<file path="src/rtl/alu_result_spi_tx_if.sv">
// alu_result_spi_tx_if: valid/ready load port carrying an ALU result word and its NZCV flags
interface alu_result_spi_tx_if #(
    parameter int WIDTH = 4
);
    logic [2*WIDTH-1:0] result;
    logic [3:0]         flags;
    logic               load_valid;
    logic               load_ready;
    modport master (output result, flags, load_valid, input load_ready);
    modport slave  (input result, flags, load_valid, output load_ready);
endinterface

</file>
<file path="src/rtl/alu_result_spi_tx.sv">
// alu_result_spi_tx: SPI mode-0 slave transmitter of {NZCV, result} frames, MSB first
// Define ALU_TX_PARITY_EN to append an even-parity bit to every frame.
module alu_result_spi_tx #(
    parameter int WIDTH = 4
) (
    input  logic               clk,
    input  logic               rst_n,
    alu_result_spi_tx_if.slave ld,
    input  logic               sclk,
    input  logic               cs_n,
    output logic               miso,
    output logic               miso_oe,
    output logic               busy,
    output logic               done,
    output logic               underrun,
    output logic               abort
);
    localparam int DW = 2*WIDTH+4;
`ifdef ALU_TX_PARITY_EN
    localparam int FRAME_LEN = DW+1;
`else
    localparam int FRAME_LEN = DW;
`endif
    localparam int CW = $clog2(FRAME_LEN+1);
    localparam logic [CW-1:0] LAST = CW'(FRAME_LEN);
    typedef enum logic {IDLE, SHIFT} state_t;
    state_t               state;
    logic [2:0]           sclk_s, cs_s;
    logic [DW-1:0]        hold;
    logic                 hold_valid;
    logic [FRAME_LEN-1:0] sh, frame;
    logic [CW-1:0]        cnt;
    logic                 sclk_rise, sclk_fall, cs_rise, cs_fall;
    assign sclk_rise = sclk_s[1] & ~sclk_s[2];
    assign sclk_fall = ~sclk_s[1] & sclk_s[2];
    assign cs_rise   = cs_s[1] & ~cs_s[2];
    assign cs_fall   = ~cs_s[1] & cs_s[2];
`ifdef ALU_TX_PARITY_EN
    assign frame = {hold, ^hold};
`else
    assign frame = hold;
`endif
    assign ld.load_ready = !hold_valid;
    assign busy    = state == SHIFT;
    assign miso    = busy & sh[FRAME_LEN-1];
    assign miso_oe = !cs_s[1];
    // cs_n synchroniser resets high so the pins read as deselected during reset
    always_ff @(posedge clk or negedge rst_n) begin
        if (!rst_n) begin
            sclk_s     <= '0;
            cs_s       <= '1;
            state      <= IDLE;
            hold       <= '0;
            hold_valid <= 1'b0;
            sh         <= '0;
            cnt        <= '0;
            done       <= 1'b0;
            underrun   <= 1'b0;
            abort      <= 1'b0;
        end else begin
            sclk_s   <= {sclk_s[1:0], sclk};
            cs_s     <= {cs_s[1:0], cs_n};
            done     <= 1'b0;
            underrun <= 1'b0;
            abort    <= 1'b0;
            if (ld.load_valid && !hold_valid) begin
                hold       <= {ld.flags, ld.result};
                hold_valid <= 1'b1;
            end
            case (state)
                IDLE: if (cs_fall) begin
                    state <= SHIFT;
                    cnt   <= '0;
                    sh    <= hold_valid ? frame : '0;
                    if (hold_valid) hold_valid <= 1'b0;
                    else underrun <= 1'b1;
                end
                SHIFT: if (cs_rise) begin
                    state <= IDLE;
                    done  <= cnt == LAST;
                    abort <= cnt != LAST;
                end else begin
                    if (sclk_rise && cnt != LAST) cnt <= cnt + 1'b1;
                    if (sclk_fall) sh <= sh << 1;
                end
                default: state <= IDLE;
            endcase
        end
    end
endmodule

</file>
<file path="src/flat_wrapper.sv">
// flat-port wrapper written by rule: the top's interface ports become plain ports
module alu_result_spi_tx_flat 
#(
    parameter int WIDTH = 4
)
  (clk, rst_n, sclk, cs_n, miso, miso_oe, busy, done, underrun, abort, ld_result, ld_flags, ld_load_valid, ld_load_ready);
  alu_result_spi_tx_if #(.WIDTH(WIDTH)) ld_i ();
  input  logic clk;
  input  logic rst_n;
  input  logic sclk;
  input  logic cs_n;
  output logic miso;
  output logic miso_oe;
  output logic busy;
  output logic done;
  output logic underrun;
  output logic abort;
  input wire logic [$bits(ld_i.result)-1:0] ld_result;
  input wire logic [$bits(ld_i.flags)-1:0] ld_flags;
  input wire logic [$bits(ld_i.load_valid)-1:0] ld_load_valid;
  output wire logic [$bits(ld_i.load_ready)-1:0] ld_load_ready;
  assign ld_i.result = ld_result;
  assign ld_i.flags = ld_flags;
  assign ld_i.load_valid = ld_load_valid;
  assign ld_load_ready = ld_i.load_ready;
  alu_result_spi_tx #(.WIDTH(WIDTH)) u_core (.clk(clk), .rst_n(rst_n), .ld(ld_i), .sclk(sclk), .cs_n(cs_n), .miso(miso), .miso_oe(miso_oe), .busy(busy), .done(done), .underrun(underrun), .abort(abort));
endmodule
</file>
<file path="config.mk">
export PLATFORM = sky130hd
export DESIGN_NAME = alu_result_spi_tx_flat
export DESIGN_NICKNAME = d
export VERILOG_FILES = /design/src/rtl/alu_result_spi_tx_if.sv /design/src/rtl/alu_result_spi_tx.sv /design/src/flat_wrapper.sv
export SDC_FILE = /design/constraint.sdc
export NUM_CORES = 1
export LEC_CHECK = 0
export ABC_AREA = 1
export ABC_CLOCK_PERIOD_IN_PS = 1300
export CAP_MARGIN = 5
export CORE_MARGIN = 3
export CORE_UTILIZATION = 48
export DETAILED_ROUTE_END_ITERATION = 16
export PLACE_DENSITY = 0.77
export SYNTH_ARGS = -nofsm -noshare
export SYNTH_HDL_FRONTEND = slang
export SYNTH_SLANG_ARGS = --single-unit
</file>
<file path="constraint.sdc">
create_clock -name clk -period 1.3 [get_ports clk]
set_clock_uncertainty 0.1 [all_clocks]
set_input_delay 0.195 -clock clk [delete_from_list [all_inputs] [get_ports clk]]
set_output_delay 0.195 -clock clk [all_outputs]
set_load 0.02 [all_outputs]
</file>
==> results of run 1 <==
-- power by group through the flow --
stage          clock network, mW  logic [mW]  registers, mW
2_1_floorplan                  0        1.08           1.89
3_3_place_gp                   0        1.38           1.90
3_5_place_dp                   0        1.44           1.94
4_1_cts                    0.599        1.73           1.92
5_1_grt                    0.655        2.11           2.01
6_report                   0.577        1.95           1.97
-- timing repair --
action | 4_1_cts | 5_1_grt
pin swaps | 6 | 8
endpoints found under the hold margin | 39 | 0
setup endpoints to repair | 26 | 28
buffers inserted | 4 | 2
gates resized for setup | 54 | 35
gates cloned | 3 | 1
hold buffers | 1 | 0
-- synthesized netlist by cell type (all sizes together) --
| library cell | n |
|---|---|
| dfrtp | 36 |
| nand2 | 33 |
| o21ai | 17 |
| mux2 | 12 |
| a22oi | 11 |
| inv | 9 |
| buf | 6 |
| nand3 | 5 |
| nor2 | 4 |
| dfstp | 3 |
| ha | 2 |
| a21oi | 1 |
| a31oi | 1 |
| nand4 | 1 |
-- state kept, by name, summed over array words and instances (netlist names) --
signal and flops:
u_core.sclk_s 3, u_core.hold_valid 1, u_core.cnt 4, u_core.underrun 1, u_core.done 1, u_core.cs_s 3, u_core.frame 12, u_core.sh 12
u_core.busy 1, u_core.abort 1
-- routing by layer --
| layer | part of all wire (%) | vias up | wire length [um] |
|---|---|---|---|
| met5 | 0 | - | 0 |
| met4 | 2.9 | 0 | 110 |
| met3 | 6.7 | 12 | 252 |
| met2 | 52 | 51 | 1970 |
| met1 | 38 | 608 | 1450 |
| li1 | - | 587 | - |
-- area by class of cell --
cell class,instances,area share [%]
sequential,39,41.7
multi-input combinational,91,34.5
timing repair buffer,43,17.7
tap,44,2.34
clock buffer,7,1.92
inverter,9,1.54
clock inverter,1,0.213
-- cells by family (layout without fill, tap and decap cells) --
family	Yosys count	after routing	synth area share [%]
simple gates	43	47	11.9
flops	39	39	58.0
compound gates	30	30	12.4
buf+inv	15	60	6.30
mux	12	12	10.0
fa+ha+maj	2	2	1.48
-- stage by stage --
| step | TNS [ns] | utilization (%) | std cells | setup slack, ns |
|---|---|---|---|---|
| 6_report | -0.733 | 73.4 | 234 | -0.0754 |
| 5_1_grt | -1.93 | 73.4 | 234 | -0.197 |
| 4_1_cts | -0.922 | 70.4 | 231 | -0.0766 |
| 3_5_place_dp | -2.79 | 62.7 | 215 | -0.161 |
| 3_3_place_gp | -2.18 | 62.7 | 215 | -0.139 |
| 2_1_floorplan | 0 | - | 141 | 0.0119 |
-- final timing paths --
check / startpoint / endpoint / slack, ns / cells past startpoint
max: u_core.cnt[0] / u_core.cnt[1] / -0.08 / 8
min: rst_n / u_core.sh[1] / 0.16 / 2
max reg2reg: u_core.cnt[0] / u_core.cnt[1] / -0.08 / 8
min reg2reg: u_core.cs_s[0] / u_core.cs_s[1] / 0.26 / 0
max in group asynchronous: rst_n / u_core.cnt[3] / 0.49 / 3
min in group clk: cs_n / u_core.cs_s[0] / 0.16 / 1
==> impl_metrics.json, run 1 <==
{
  "status": "complete, but fails checks",
  "violations": "setup timing",
  "dpl-instance-area_sq_mm": 0.00201,
  "seq_area_sq_um": 981,
  "io_pins": 24,
  "drt-pass1-iter-count": 5,
  "gr-usage-met3_pct": 4.44,
  "ys_warn_count": 0,
  "syn2layout_area_growth_pct": 39.1,
  "clkPwrFrac_pct": 12.8,
  "multi_input_area_sq_um": 811,
  "p_int_mw": 2.88,
  "vias": 1258,
  "grt_pass1_wl_mm": 6.04,
  "worst_hold_path_type": "primary input to async pin",
  "synth_area_leaders": "dfrtp_1, mux2_4, nand2_1, a22oi_1, dfstp_2",
  "die_area_sq_mm": 0.00427,
  "place_hpwl_mm": 2.13,
  "finalHoldViolCount": 0,
  "p_leak_nw": 1.06,
  "htreeDepth": 2,
  "layout_setup_ws_ns": -0.0754,
  "core_sq_mm": 0.00320,
  "synthesis.area_sq_mm": 0.00169,
  "peakVddDrop_uv": 1140,
  "globalRouteTotalUtil_pct": 19.0,
  "endpoint_kind": "register",
  "die_w_um": 65.3,
  "drive_gt1_share_pct": 50.0,
  "gp_congestion": 0.689,
  "grt_use_met2_pct": 33.0,
  "antenna_found_initial": 0,
  "ant_nets": 0,
  "pwr-share-comb_pct": 43.4,
  "initial_core_util_pct": 52.7,
  "crit_path_frequent_cell": "nand2_2",
  "maxSlewHeadroom_pct": 75.2,
  "syn_nets": 160,
  "worst_hold_slack_ns": 0.159,
  "row_count": 20,
  "setup_viol": 19,
  "powerDensity_mw_per_mm2": 1910,
  "drc": 0,
  "grt_max_degree": 26,
  "slew_viol_final": 0,
  "min_period_ns": 1.38,
  "avgSynthCellArea_sq_um": 12.0,
  "antenna-diode-count": 0,
  "finalInstanceArea_sq_mm": 0.00235,
  "yosysSeqAreaShare_pct": 58.0,
  "crit_slowest_cell": "dfrtp_1",
  "die_height_um": 65.3,
  "cts.sinks": 39,
  "cts_root_buf": "clkbuf_4",
  "grt_use_met1_pct": 22.2,
  "final_common_cell": "dfrtp_1",
  "clk_latency_ns": 0.35,
  "p_total_mw": 4.49,
  "synthDistinctLibCells": 24,
  "period_share_pct": 106,
  "wl_per_cell_um": 16.2,
  "syn_inst": 141,
  "grt_pass1_vias": 1286,
  "cts.path.max_buffers": 2,
  "synth_top_area_cell": "dfrtp_1",
  "final_nets": 208,
  "drt_wl_total_mm": 3.79,
  "path_buf_inv": 1,
  "power_switching_mw": 1.61,
  "grt_busiest_layer": "met2",
  "grt_setup_unrepaired": "yes",
  "cpPeakStageDelay_ns": 0.40,
  "p_sw_share_pct": 35.9,
  "most-common-layout-cells": "dfrtp_1, clkdlybuf4s50_1, nand2_1, nand2_2, buf_4",
  "cts_tree": "built",
  "seqPwrFrac_pct": 43.8,
  "grt_overflow": 0,
  "crit_type": "register to register",
  "critPathMaxFanout": 8,
  "fmax_mhz": 727,
  "worst_pin_slew_ns": 0.371,
  "synth.top_cell.area_share_pct": 53.3,
  "cap_violations": 0,
  "io_buffers": 23,
  "n_fill_cell": 224,
  "numCtsBuffers": 5,
  "worstPathRequired_ns": 1.47,
  "ys_ff_latch": 39,
  "vias_per_cell": 5.38,
  "critPathLaunchType": "register",
  "crit_family": "simple AND/OR/NAND/NOR gates",
  "arrival_ns": 1.55,
  "crit_chain": "inv_2 > ha_2 > nand3_2 > nand2_2 > nand2_2 > nand2_8 > nand2_1 > o21ai_1",
  "clk_pin_slew_ns": 0.11,
  "drt_first_iter_violations": 91
}
Note: power is estimated with default switching activity, not from simulation.
==> run 2, diff against run 1 <==
--- a/config.mk
+++ b/config.mk
@@ -8,7 +8,7 @@
 export ABC_AREA = 1
 export ABC_CLOCK_PERIOD_IN_PS = 1300
 export CAP_MARGIN = 5
-export CORE_MARGIN = 3
+export CORE_MARGIN = 1
 export CORE_UTILIZATION = 48
 export DETAILED_ROUTE_END_ITERATION = 16
 export PLACE_DENSITY = 0.77
==> run 2 against run 1 <==
  * The run still ends with setup timing left
  * Final cell count is 1.3% lower
  * Combinational power hardly changed
  * Non-clock buffer count is 4 lower
  * Sequential cell count stayed put
  * Clock power is 4.9% higher
  * Setup slack worse by 0.011 ns
  * Count of clock-buffer cells in the layout stayed put
  * First-iteration DRC count is 66% lower
  * Critical path depth is 6 lower
  * Global-route usage is 1.3 points higher
  * Power is 1.7% higher
  * Critical path type is now register to output port
==> impl_metrics.json, run 2 (same netlist as run 1, synthesis figures left out) <==
{
  "worstPathRequired_ns": 1.00,
  "p_int_mw": 2.86,
  "gp_congestion": 0.768,
  "p_sw_share_pct": 37.3,
  "cts.sinks": 39,
  "clk_pin_slew_ns": 0.12,
  "fmax_mhz": 721,
  "vias": 1241,
  "wl_per_cell_um": 15.5,
  "cts.path.max_buffers": 2,
  "layout_setup_ws_ns": -0.0860,
  "final_nets": 203,
  "final_common_cell": "dfrtp_1",
  "syn2layout_area_growth_pct": 38.9,
  "globalRouteTotalUtil_pct": 20.3,
  "met3_wirelength_um": 138,
  "r2r_cells": 7,
  "drt_first_iter_violations": 31,
  "grt_max_degree": 26,
  "min_period_ns": 1.39,
  "period_share_pct": 107,
  "r2r_start": "u_core.cs_s[2]",
  "io_buffers": 23,
  "drc": 0,
  "slew_viol_final": 0,
  "highest_layer": "met4",
  "crit_slowest_cell": "dfstp_2",
  "powerDensity_mw_per_mm2": 1950,
  "status": "complete, but fails checks",
  "cts_tree": "built",
  "drive_gt1_share_pct": 50.8,
  "pwr-share-comb_pct": 42.9,
  "p_total_mw": 4.57,
  "critPathLaunchType": "register",
  "grt_pass1_wl_mm": 5.49,
  "place_hpwl_mm": 1.97,
  "grt_pass1_vias": 1225,
  "worstSetupStartpoint": "u_core.cs_s[1]",
  "die_height_um": 61.3,
  "violations": "setup timing",
  "initial_core_util_pct": 50.2,
  "antenna_found_initial": 0,
  "grt_setup_unrepaired": "yes",
  "cts_root_buf": "clkbuf_4",
  "cap_violations": 0,
  "core_sq_mm": 0.00336,
  "cpPeakStageDelay_ns": 0.57,
  "drt_wl_total_mm": 3.59,
  "critPathMaxFanout": 3,
  "htreeDepth": 2,
  "row_count": 21,
  "n_fill_cell": 249,
  "p_leak_nw": 1.06,
  "dpl_worst_slack_ns": -0.169,
  "die_area_sq_mm": 0.00376,
  "endpoint_kind": "output port",
  "crit_family": "flip-flops",
  "vias_per_cell": 5.37,
  "power_switching_mw": 1.70,
  "r2r_slack_ns": -0.09,
  "seqPwrFrac_pct": 43.9,
  "most-common-layout-cells": "dfrtp_1, clkdlybuf4s50_1, o21ai_2, buf_4, a22oi_1",
  "grt_overflow": 0,
  "maxSlewHeadroom_pct": 76.6,
  "path_buf_inv": 2,
  "io_pins": 24,
  "timing.rr.end": "u_core.sh[10]",
  "antenna-diode-count": 0,
  "wl_met1_mm": 1.58,
  "die_w_um": 61.3,
  "ant_nets": 0,
  "wl_met2_mm": 1.83,
  "drt-pass1-iter-count": 4,
  "crit_chain": "inv_2 > buf_6",
  "crit_type": "register to output port",
  "setup_viol": 18,
  "arrival_ns": 1.09,
  "clk_latency_ns": 0.35,
  "worst_pin_slew_ns": 0.351,
  "worst_hold_path_type": "primary input to async pin",
  "numCtsBuffers": 5,
  "peakVddDrop_uv": 1250,
  "finalHoldViolCount": 0,
  "clkPwrFrac_pct": 13.3
}
run 2: repair_timing:
item / CTS / global route
setup buffers: 1 / 1
pin swaps: 7 / 8
hold buffers: 1 / 0
gates resized for setup: 63 / 29
gates cloned: 3 / 0
endpoints found under the hold margin: 39 / 0
endpoints found under the setup margin: 26 / 21
run 2: metrics by stage:
stage	setup TNS (ns)	std cells	cell area, sq um	hold WS, ns	util, %
final	-0.892	231	2350	0.161	69.8
after global routing	-1.90	231	2350	0.144	69.8
after CTS	-0.677	230	2250	0.157	67.0
after detailed placement	-3.14	217	2010	0.0218	59.8
after global placement	-2.31	217	2010	0.0189	59.8
after floorplan	0	141	1690	-0.201	-
run 2: cell type report:
type | count | area, sq um | area share (%)
Multi-Input combinational cell | 90 | 857 | 36.5
Clock buffer | 7 | 45.0 | 1.92
Clock inverter | 1 | 5.00 | 0.213
Inverter | 9 | 33.8 | 1.44
Timing Repair Buffer | 39 | 367 | 15.6
Tap cell | 46 | 57.6 | 2.45
Sequential cell | 39 | 981 | 41.8
run 2: worst max-delay path by stage:
stage	end	slack [ns]	cells past startpoint
after floorplan	u_core.cnt[2]	0.01	8
after global placement	u_core.frame[2]	-0.14	3
after detailed placement	u_core.frame[2]	-0.17	3
after CTS	miso_oe	-0.07	2
after global routing	u_core.sh[10]	-0.13	7
final	miso_oe	-0.09	2
run 2: power groups by stage:
| stage | clock [mW] | combinational [mW] | sequential, mW |
|---|---|---|---|
| after floorplan | 0 | 1.08 | 1.89 |
| after global placement | 0 | 1.39 | 1.90 |
| after detailed placement | 0 | 1.44 | 1.92 |
| after CTS | 0.591 | 1.76 | 1.93 |
| after global routing | 0.671 | 2.10 | 2.04 |
| final | 0.605 | 1.96 | 2.00 |
run 2: per-layer routing:
metal	global-route usage, %	up-vias
met3	4.41	4
met2	33.1	30
met5	0	-
li1	-	572
met1	27.1	635
met4	6.49	0
==> run 3, diff against run 2 <==
--- a/config.mk
+++ b/config.mk
@@ -11,6 +11,7 @@
 export CORE_MARGIN = 1
 export CORE_UTILIZATION = 48
 export DETAILED_ROUTE_END_ITERATION = 16
+export GPL_TIMING_DRIVEN = 0
 export PLACE_DENSITY = 0.77
 export SYNTH_ARGS = -nofsm -noshare
 export SYNTH_HDL_FRONTEND = slang
==> run 3 against run 2 <==
  * The flow still finishes with violations (setup timing)
  * Register-to-register slack got worse by 0.17 ns
  * Combinational power increased by 10%
  * Count of clock-buffer cells in the layout decreased by 2
  * Critical endpoint is now u_core.sh[0]
  * Non-clock buffer count increased by 15
  * Sequential power about the same
  * Utilization increased by 3.2 points
  * Largest cell class unchanged
==> impl_metrics.json, run 3 (same netlist as run 1, synthesis figures left out) <==
{
  "status": "complete, but fails checks",
  "violations": "setup timing",
  "die_area_sq_mm": 0.00376,
  "cts.path.max_buffers": 2,
  "antenna_found_initial": 0,
  "numCtsBuffers": 5,
  "dpl_worst_slack_ns": -0.409,
  "antenna-diode-count": 0,
  "cts_root_buf": "clkbuf_4",
  "grt_setup_unrepaired": "yes",
  "syn2layout_area_growth_pct": 45.3,
  "min_period_ns": 1.55,
  "endpoint_kind": "register",
  "p_total_mw": 4.75,
  "worstPathRequired_ns": 1.45,
  "finalInstanceArea_sq_mm": 0.00245,
  "peakVddDrop_uv": 981,
  "critPathMaxFanout": 5,
  "grt_pass1_wl_mm": 6.26,
  "worst_hold_path_type": "primary input to register",
  "clk_pin_slew_ns": 0.11,
  "crit_type": "register to register",
  "arrival_ns": 1.71,
  "n_fill_cell": 227,
  "drive_gt1_share_pct": 51.8,
  "p_int_mw": 3.03,
  "finalHoldViolCount": 0,
  "globalRouteTotalUtil_pct": 24.7,
  "cts_tree": "built",
  "setup_viol": 21,
  "initial_core_util_pct": 50.2,
  "placed_cells": 210,
  "grt_overflow": 0,
  "dpl-instance-area_sq_mm": 0.00197,
  "ant_nets": 0,
  "row_count": 21,
  "grt_max_degree": 40,
  "period_share_pct": 120,
  "maxSlewHeadroom_pct": 65.3,
  "drc": 0,
  "drt_wl_total_mm": 4.31,
  "tns_ns": -3.65,
  "drt-pass1-iter-count": 4,
  "p_sw_share_pct": 36.1,
  "cap_violations": 0,
  "io_buffers": 23,
  "htreeDepth": 2,
  "powerDensity_mw_per_mm2": 1930,
  "slew_viol_final": 0,
  "vias": 1326,
  "io_pins": 24,
  "pwr-share-comb_pct": 45.5,
  "clkPwrFrac_pct": 12.6,
  "cts.sinks": 39,
  "power_switching_mw": 1.71,
  "wl_per_cell_um": 17.7,
  "fmax_mhz": 643,
  "layout_setup_ws_ns": -0.255,
  "p_leak_nw": 1.17,
  "place_hpwl_mm": 2.09,
  "seqPwrFrac_pct": 42.0,
  "final_common_cell": "dfrtp_1",
  "drt_first_iter_violations": 75,
  "die_w_um": 61.3,
  "worst_pin_slew_ns": 0.520,
  "instances_no_fill": 243,
  "critPathLaunchType": "register",
  "most-common-layout-cells": "dfrtp_1, nand2_1, clkdlybuf4s50_1, o21ai_2, buf_4",
  "grt_pass1_vias": 1320,
  "core_sq_mm": 0.00336,
  "vias_per_cell": 5.46,
  "clk_latency_ns": 0.35,
  "final_nets": 215,
  "gp_congestion": 0.732,
  "die_height_um": 61.3
}
==> run 3: cell types whose count changed in the layout (fill, tap and decap cells not counted), sizes merged <==
cell,change
clkinv,+2
nand2,-3
buf,+14
clkdlybuf4s15,-1
==> run 3: per-layer routing <==
metal  GRT usage (%)  vias up  share of wire [%]
li1                -      592                  -
met1            29.0      650                 38
met2            41.1       59                 51
met3            5.88       25                5.4
met4            14.6        0                6.2
met5               0        -                  0
==> run 3: final cells by class <==
type / count / area (sq um) / area share [%]
buffer: 6 / 87.6 / 3.57
clock inverter: 3 / 15.0 / 0.612
timing repair buffer: 48 / 503 / 20.5
multi-input combinational: 87 / 734 / 29.9
inverter: 9 / 38.8 / 1.58
tap: 46 / 57.6 / 2.34
clock buffer: 5 / 37.5 / 1.53
sequential: 39 / 981 / 40.0
==> run 3: repair_timing <==
action / in CTS / in global routing
endpoints found under the hold margin: 36 / 0
setup endpoints to repair: 23 / 24
hold buffers: 1 / 0
cloned: 3 / 0
pin swaps: 17 / 6
setup buffers: 17 / 4
gates resized for setup: 74 / 23
==> run 3: per-stage QoR <==
stage / hold slack, ns / utilization (%)
floorplan: -0.201 / -
global placement: 0.233 / 58.8
detailed placement: 0.236 / 58.7
CTS: 0.148 / 70.2
global route: 0.141 / 73.0
finish: 0.151 / 73.0
==> run 3: path summary, 6_finish.rpt <==
kind | startpoint | endpoint | slack [ns] | depth (start not counted)
min in group asynchronous | rst_n | u_core.sh[10] | 0.27 | 2
min reg2reg | u_core.cs_s[0] | u_core.cs_s[1] | 0.27 | 0
max in group asynchronous | rst_n | u_core.busy | 0.44 | 2
max reg2reg | u_core.cs_s[2] | u_core.sh[0] | -0.25 | 9
max | u_core.cs_s[2] | u_core.sh[0] | -0.25 | 9
min | cs_n | u_core.cs_s[0] | 0.15 | 1
==> run 3: worst max-delay path: stages (launching register included) <==
cell and delay (ns):
dfstp_2 0.60, inv_2 0.07, nand2_2 0.06, nand2_2 0.06, nand2_4 0.10, nand2_8 0.09, buf_12 0.14, buf_12 0.13
nand2_4 0.05, o21ai_2 0.05
==> run 3: power groups by stage <==
| stage | registers (mW) | clock network, mW | logic (mW) |
|---|---|---|---|
| 2_1_floorplan | 1.89 | 0 | 1.08 |
| 4_1_cts | 1.94 | 0.603 | 1.95 |
| 3_5_place_dp | 1.96 | 0 | 1.40 |
| 3_3_place_gp | 1.93 | 0 | 1.35 |
| 6_report | 1.99 | 0.596 | 2.16 |
| 5_1_grt | 2.02 | 0.666 | 2.31 |
